==> config.mk <==
export PLATFORM = sky130hd
export DESIGN_NAME = serial_sub_ctrl
export DESIGN_NICKNAME = d
export VERILOG_FILES = /design/src/rtl/serial_sub_ctrl.sv
export SDC_FILE = /design/constraint.sdc
export NUM_CORES = 1
export LEC_CHECK = 0
export ABC_AREA = 1
export ABC_CLOCK_PERIOD_IN_PS = 2100
export CORE_MARGIN = 2
export CORE_UTILIZATION = 45
export CTS_BUF_LIST = sky130_fd_sc_hd__clkbuf_8
export CTS_CLUSTER_DIAMETER = 50
export DETAILED_ROUTE_END_ITERATION = 6
export PLACE_DENSITY_LB_ADDON = 0.25
export SYNTH_ARGS = -nofsm -noshare
export SYNTH_HDL_FRONTEND = slang
export SYNTH_SLANG_ARGS = --single-unit
==> constraint.sdc <==
create_clock -name clk -period 2.1 [get_ports clk]
set_input_delay 0.42 -clock clk [delete_from_list [all_inputs] [get_ports clk]]
set_output_delay 0.42 -clock clk [all_outputs]
set_load 0.01 [all_outputs]
==> src/rtl/serial_sub_ctrl.sv <==
`default_nettype none
// ============================================================================
// Module      : serial_sub_ctrl
// Description : Bit-serial WIDTH-bit subtractor controller that drives an
//               external single-bit full_subtractor cell, LSB first.
// Revision    : 1.0 - initial release
// ============================================================================
module serial_sub_ctrl #(
    parameter int WIDTH = 8,
    parameter int CW    = 4
) (
    input  logic             clk,
    input  logic             rst,
    input  logic             start,
    input  logic [WIDTH-1:0] a,
    input  logic [WIDTH-1:0] b,
    input  logic             bin,
    output logic             fs_a,
    output logic             fs_b,
    output logic             fs_c,
    input  logic             fs_diff,
    input  logic             fs_borrow,
    output logic             busy,
    output logic             done,
    output logic [WIDTH-1:0] diff,
    output logic             bout,
    output logic             ovf
);

    typedef enum logic [1:0] {
        S_IDLE = 2'd0,
        S_RUN  = 2'd1,
        S_DONE = 2'd2
    } state_t;

    localparam logic [CW-1:0] c_last_bit = CW'(WIDTH - 1);

    state_t           state_q, state_d;
    logic [WIDTH-1:0] a_sh_q, a_sh_d;
    logic [WIDTH-1:0] b_sh_q, b_sh_d;
    logic [WIDTH-1:0] d_sh_q, d_sh_d;
    logic [WIDTH-1:0] diff_q, diff_d;
    logic [CW-1:0]    cnt_q, cnt_d;
    logic             brw_q, brw_d;
    logic             a_msb_q, a_msb_d;
    logic             b_msb_q, b_msb_d;
    logic             bout_q, bout_d;
    logic             ovf_q, ovf_d;
    logic [WIDTH-1:0] w_d_next;

    // Result bits enter at the top so the LSB ends up in bit 0 after WIDTH shifts
    assign w_d_next = {fs_diff, d_sh_q[WIDTH-1:1]};

    always_comb begin
        state_d = state_q;
        a_sh_d  = a_sh_q;
        b_sh_d  = b_sh_q;
        d_sh_d  = d_sh_q;
        diff_d  = diff_q;
        cnt_d   = cnt_q;
        brw_d   = brw_q;
        a_msb_d = a_msb_q;
        b_msb_d = b_msb_q;
        bout_d  = bout_q;
        ovf_d   = ovf_q;
        fs_a    = 1'b0;
        fs_b    = 1'b0;
        fs_c    = 1'b0;

        case (state_q)
            S_IDLE: begin
                if (start) begin
                    a_sh_d  = a;
                    b_sh_d  = b;
                    brw_d   = bin;
                    cnt_d   = '0;
                    a_msb_d = a[WIDTH-1];
                    b_msb_d = b[WIDTH-1];
                    state_d = S_RUN;
                end
            end
            S_RUN: begin
                fs_a   = a_sh_q[0];
                fs_b   = b_sh_q[0];
                fs_c   = brw_q;
                d_sh_d = w_d_next;
                brw_d  = fs_borrow;
                a_sh_d = a_sh_q >> 1;
                b_sh_d = b_sh_q >> 1;
                cnt_d  = cnt_q + CW'(1);
                if (cnt_q == c_last_bit) begin
                    diff_d  = w_d_next;
                    bout_d  = fs_borrow;
                    // Overflow only possible when operand signs differ
                    ovf_d   = (a_msb_q != b_msb_q) && (fs_diff != a_msb_q);
                    state_d = S_DONE;
                end
            end
            S_DONE: begin
                state_d = S_IDLE;
            end
            default: begin
                state_d = S_IDLE;
            end
        endcase
    end

    always_ff @(posedge clk or posedge rst) begin
        if (rst) begin
            state_q <= S_IDLE;
            a_sh_q  <= '0;
            b_sh_q  <= '0;
            d_sh_q  <= '0;
            diff_q  <= '0;
            cnt_q   <= '0;
            brw_q   <= 1'b0;
            a_msb_q <= 1'b0;
            b_msb_q <= 1'b0;
            bout_q  <= 1'b0;
            ovf_q   <= 1'b0;
        end else begin
            state_q <= state_d;
            a_sh_q  <= a_sh_d;
            b_sh_q  <= b_sh_d;
            d_sh_q  <= d_sh_d;
            diff_q  <= diff_d;
            cnt_q   <= cnt_d;
            brw_q   <= brw_d;
            a_msb_q <= a_msb_d;
            b_msb_q <= b_msb_d;
            bout_q  <= bout_d;
            ovf_q   <= ovf_d;
        end
    end

    assign busy = (state_q == S_RUN);
    assign done = (state_q == S_DONE);
    assign diff = diff_q;
    assign bout = bout_q;
    assign ovf  = ovf_q;

endmodule
`default_nettype wire

==> impl_metrics.toml, run 1 <==
[clocking]
clock-sinks = 42
clk_pin_slew_worst_paths_ps = 80
cts.path.max_buffers = 2
cts_tree = "built"
numCtsBuffers = 5
cts_hold_buf = 0
cts_root_buffer = "clkbuf_8"
cts.htree.levels = 2
clk_latency_ps = 300

[global_routing]
grt_overflow = 0
grt_pass1_vias = 1618
antenna_found_initial = 0
grtUsageTotal_pct = 18.8
grt_max_degree = 43
grt_pass1_wl_um = 7310

[route]
drt_iter0_drc = 100
totalWireLength_um = 4070
vias = 1624
drtPass1Iterations = 4
wl_per_cell_um = 12.1
drc = 0
vias_per_cell = 4.82
antenna_left = 0

[floorplan]
dieArea_um2 = 4790
io_pins = 37
die_y_um = 69.2
num_rows = 23
core_um2 = 4060
dieWidth_um = 69.2
floorplan.initialDensity_pct = 47.2

[hold_path]
min_delay_path_depth = 2
hp-class = "reg2reg"

[power]
power_w = 0.00349
cellPowerDensity_nw_per_um2 = 1430
power.leakage_nw = 1.30
worst_ir_drop_vdd_uv = 564

[layout]
multi_input_comb_area_um2 = 746
antenna_cells = 0
nets = 309
seq_area_um2 = 1050
drive_above_1_share_pct = 7.32
syn_to_final_growth_pct = 27.1
n_fill_cell = 360

[placed_design]
port-buffer-count = 36
routabilityCongestion = 0.747
dp_hpwl_um = 2610

[yosys]
synth.distinct_cells = 15
synthTopCellsByArea = "dfrtp_1 (55%), nand2_1 (28%), nand3_1 (5.2%), inv_1 (2.0%), buf_6 (1.8%)"
yosysWarnings = 0
synth_nets = 269
netlist_area_um2 = 1920
ys_ff_latch = 42
synthCells = 246
yosysTopAreaCell = "dfrtp_1"
post_synth.cell_area_avg_um2 = 7.79
yosysSeqAreaShare_pct = 54.9
yosysTopAreaCellShare_pct = 54.9

[setup_path]
slowest_delay_ps = 540
path_cells = "buf_4, nor2_1, clkdlybuf4s50_1"
cp-start-kind = "flip-flop"
crit_type = "reg2out"
reg2reg_depth = 5
slowest_stage = "clkdlybuf4s50_1"
critPathMaxFanout = 18
crit_path_end_kind = "output pin"
cp.arrival_ps = 1580
required_ps = 1680

[status]
status = "completed"

[sta]
hold_viol = 0
fin_setup_tns_ps = 0
setup_viol = 0
period_share_pct = 95.4
fmax_mhz = 499
period_needed_ps = 2000
drv_slew = 0
worst_slew_pin_slew_ps = 534
slew_headroom_pct = 64.4
skew_ps = 5.98
rsz0062_at_grt = "no"

[flow_run]
maxCapViolations = 0
[final cells by class]
class                   instances  share of cell area (%)
inverters                      12                    1.85
multi-input cells             181                    30.6
repair buffers                 44                    17.3
clock buffers                   8                    4.52
flip-flops and latches         42                    43.2
well taps                      50                    2.57
[routing by layer]
layer  part of all wire [%]  vias up  wire length [um]  track usage [%]
met3                    5.2        8               212             5.38
met5                      0        -                 0                0
met1                     47      745              1930             25.0
met4                    2.1        0                85             7.41
met2                     45       40              1840             29.3
li1                       -      831                 -                -
[cells in the final DEF, fill, tap and decap left out]
cell / netlist / final
o21ai_4: 1 / 1
o21ai_1: 3 / 3
inv_1: 10 / 10
nand4_1: 1 / 1
nand2_2: 2 / 1
inv_2: 2 / 2
buf_4: 2 / 8
o21ai_0: 3 / 3
nor2_1: 8 / 8
nand3_1: 20 / 20
nand2_4: 0 / 1
clkbuf_8: 0 / 8
clkdlybuf4s50_1: 0 / 36
ha_1: 1 / 1
nand2_1: 142 / 142
dfrtp_1: 42 / 42
[report_power, final]
part | internal [W] | switching (W)
sequential | 0.00118 | 0.000237
combinational | 0.000652 | 0.000817
clock | 0.000332 | 0.000279
total | 0.00216 | 0.00133
[critical path, delay by kind of cell (launching register included)]
family,cells,cell delay [ps]
DFF,1,410
and+or+nand+nor,1,120
buffers and inverters,2,760
[synth_stat cells]
cell type / count
ha_1: 1
nand2_1: 142
inv_2: 2
nand4_1: 1
nand3_1: 20
nand2_2: 2
inv_1: 10
buf_6: 3
o21ai_0: 3
o21ai_1: 3
dfrtp_1: 42
o21ai_4: 1
buf_4: 2
buf_2: 6
nor2_1: 8
[flip-flops by register name (all words and copies together), names as in the netlist]
register,count
b_sh_q,8
bout,1
state_q,2
brw_q,1
a_msb_q,1
diff,8
cnt_q,4
ovf,1
b_msb_q,1
a_sh_q,8
d_sh_q,7
[through the flow]
| step | utilization, % | hold WS (ps) | setup slack (ps) | instance area (um2) | instances |
|---|---|---|---|---|---|
| final | 60.0 | 479 | 95.6 | 2430 | 337 |
| after global routing | 60.0 | 500 | 50.4 | 2430 | 337 |
| after CTS | 59.9 | 486 | 24.0 | 2430 | 337 |
| after detailed placement | 57.2 | 464 | 353 | 2320 | 329 |
| after global placement | 57.2 | 463 | 365 | 2320 | 329 |
| after floorplan | - | 442 | 643 | 1920 | 246 |
[cell families after synthesis]
family	share of synthesized area [%]
AO/OA/AOI/OAI	2.42
flip-flops	54.9
adder cells (fa/ha/maj)	0.653
AND/OR/NAND/NOR	35.6
buffers and inverters	6.47
[final timing paths]
path,slack [ps],end,from
worst min register to register,480,diff[3],diff[3]
min in group asynchronous,560,d_sh_q[2],rst
worst max register to register,600,brw_q,state_q[0]
worst min-delay path,480,diff[3],diff[3]
worst max-delay path,100,done,state_q[0]
max in group asynchronous,1170,bout,rst
[what timing repair did]
action	CTS	global route
buffers inserted	0	0
endpoints found under the setup margin	0	2
endpoints found under the hold margin	0	0
gates resized for setup	0	1
(Power assumes the default switching activity.)
==> run 2: changes to the inputs <==
Settings changed: RECOVER_POWER set to 50.
==> impl_metrics.toml, run 2 (synthesis gave the netlist of run 1 again) <==
[status]
status = "completed"

[power]
power.leakage_nw = 1.29
worst_ir_drop_vdd_uv = 563
cellPowerDensity_nw_per_um2 = 1430

[placed_design]
dp_hpwl_um = 2610
routabilityCongestion = 0.747
post_dp_cell_area_um2 = 2320
dp_slack_ps = 353
port-buffer-count = 36

[layout]
n_fill_cell = 365
layout_commonest_cell = "nand2_1"
syn_to_final_growth_pct = 26.6
drive_above_1_share_pct = 6.62
antenna_cells = 0
fin_area_um2 = 2420
final_cell_mix = "nand2_1 (142), dfrtp_1 (42), clkdlybuf4s50_1 (34)"
nets = 309
final_util_pct = 59.8

[sta]
whs_ps = 479
rsz0062_at_grt = "no"
period_needed_ps = 2010
slew_headroom_pct = 30.2
fin_ws_ps = 94.2
drv_slew = 0
fmax_mhz = 499
hold_viol = 0
fin_setup_tns_ps = 0
skew_ps = 6.21
worst_slew_pin_slew_ps = 1050
period_share_pct = 95.5
setup_viol = 0

[route]
drt_iter0_drc = 104
drtPass1Iterations = 4
totalWireLength_um = 4070
vias_per_cell = 4.84
drc = 0
antenna_left = 0
vias = 1631
wl_per_cell_um = 12.1

[floorplan]
io_pins = 37
dieWidth_um = 69.2
die_y_um = 69.2
dieArea_um2 = 4790
num_rows = 23
floorplan.initialDensity_pct = 47.2
core_um2 = 4060

[hold_path]
holdPathEnd = "diff[3]"
hp-start = "diff[3]"
hp-class = "reg2reg"
min_delay_path_depth = 2

[flow_run]
maxCapViolations = 0

[global_routing]
grt_pass1_wl_um = 7310
antenna_found_initial = 0
grt_overflow = 0
grtUsageTotal_pct = 18.8
grt_max_degree = 43
grt_pass1_vias = 1618

[setup_path]
worst-path-buf-inv = 2
path_cells = "buf_4, nor2_1, clkdlybuf4s50_1"
slowest_delay_ps = 540
cp.arrival_ps = 1590
crit_path_end_kind = "output pin"
crit_type = "reg2out"
r2r-start = "state_q[1]"
critPathMaxFanout = 18
ff2ff_setup_slack_ps = 540
crit_family = "buffers and inverters"
required_ps = 1680
reg2reg_to = "diff[1]"
reg2reg_depth = 7
cp-start-kind = "flip-flop"
slowest_stage = "clkdlybuf4s50_1"

[clocking]
cts_root_buffer = "clkbuf_8"
clk_latency_ps = 300
postCtsSetupBuffers = 0
clock-sinks = 42
cts.path.max_buffers = 2
cts.htree.levels = 2
cts_resized = 0
clk_pin_slew_worst_paths_ps = 80
cts_hold_buf = 0
numCtsBuffers = 5
cts_tree = "built"
-- run 2: changes by cell type in the layout (fill, tap and decap cells not counted) --
cell	delta
buf_4	-3
clkbuf_1	+2
clkbuf_2	+1
clkdlybuf4s50_1	-2
dlygate4sd3_1	+2
-- run 2: tightest hold or removal path, cell delays in order, from the launching register on --
cell and delay (ps):
dfrtp_1 340, nand2_1 50, nand2_1 50
-- run 2: layer usage --
layer / routed length [um] / track usage [%] / vias to the layer above
li1: - / - / 833
met1: 1930 / 25.0 / 752
met2: 1860 / 29.3 / 38
met3: 203 / 5.38 / 8
met4: 85 / 7.41 / 0
met5: 0 / 0 / -
-- run 2: worst max-delay path by stage --
stage,startpoint,endpoint,cells after the start
5_1_grt,state_q[1],fs_b,4
4_1_cts,state_q[1],fs_a,4
2_1_floorplan,state_q[1],fs_a,5
3_5_place_dp,state_q[1],fs_a,4
3_3_place_gp,state_q[1],fs_a,4
6_report,state_q[0],done,3
-- run 2: layout make-up --
cell class | count | area [um2] | share of cell area [%]
clock buffer | 8 | 110 | 4.54
inverter | 12 | 45.0 | 1.86
multi-input combinational | 181 | 746 | 30.8
sequential | 42 | 1050 | 43.3
tap | 50 | 62.6 | 2.58
timing repair buffer | 44 | 410 | 16.9
-- run 2: metrics by stage --
stage          cells  total power [W]
4_1_cts          337          0.00351
2_1_floorplan    246          0.00236
6_report         337          0.00348
3_3_place_gp     329          0.00285
5_1_grt          337          0.00378
3_5_place_dp     329          0.00288
-- run 2: power by group --
part	internal [W]	switching (W)
clock network	0.000332	0.000282
registers	0.00118	0.000237
logic	0.000633	0.000817
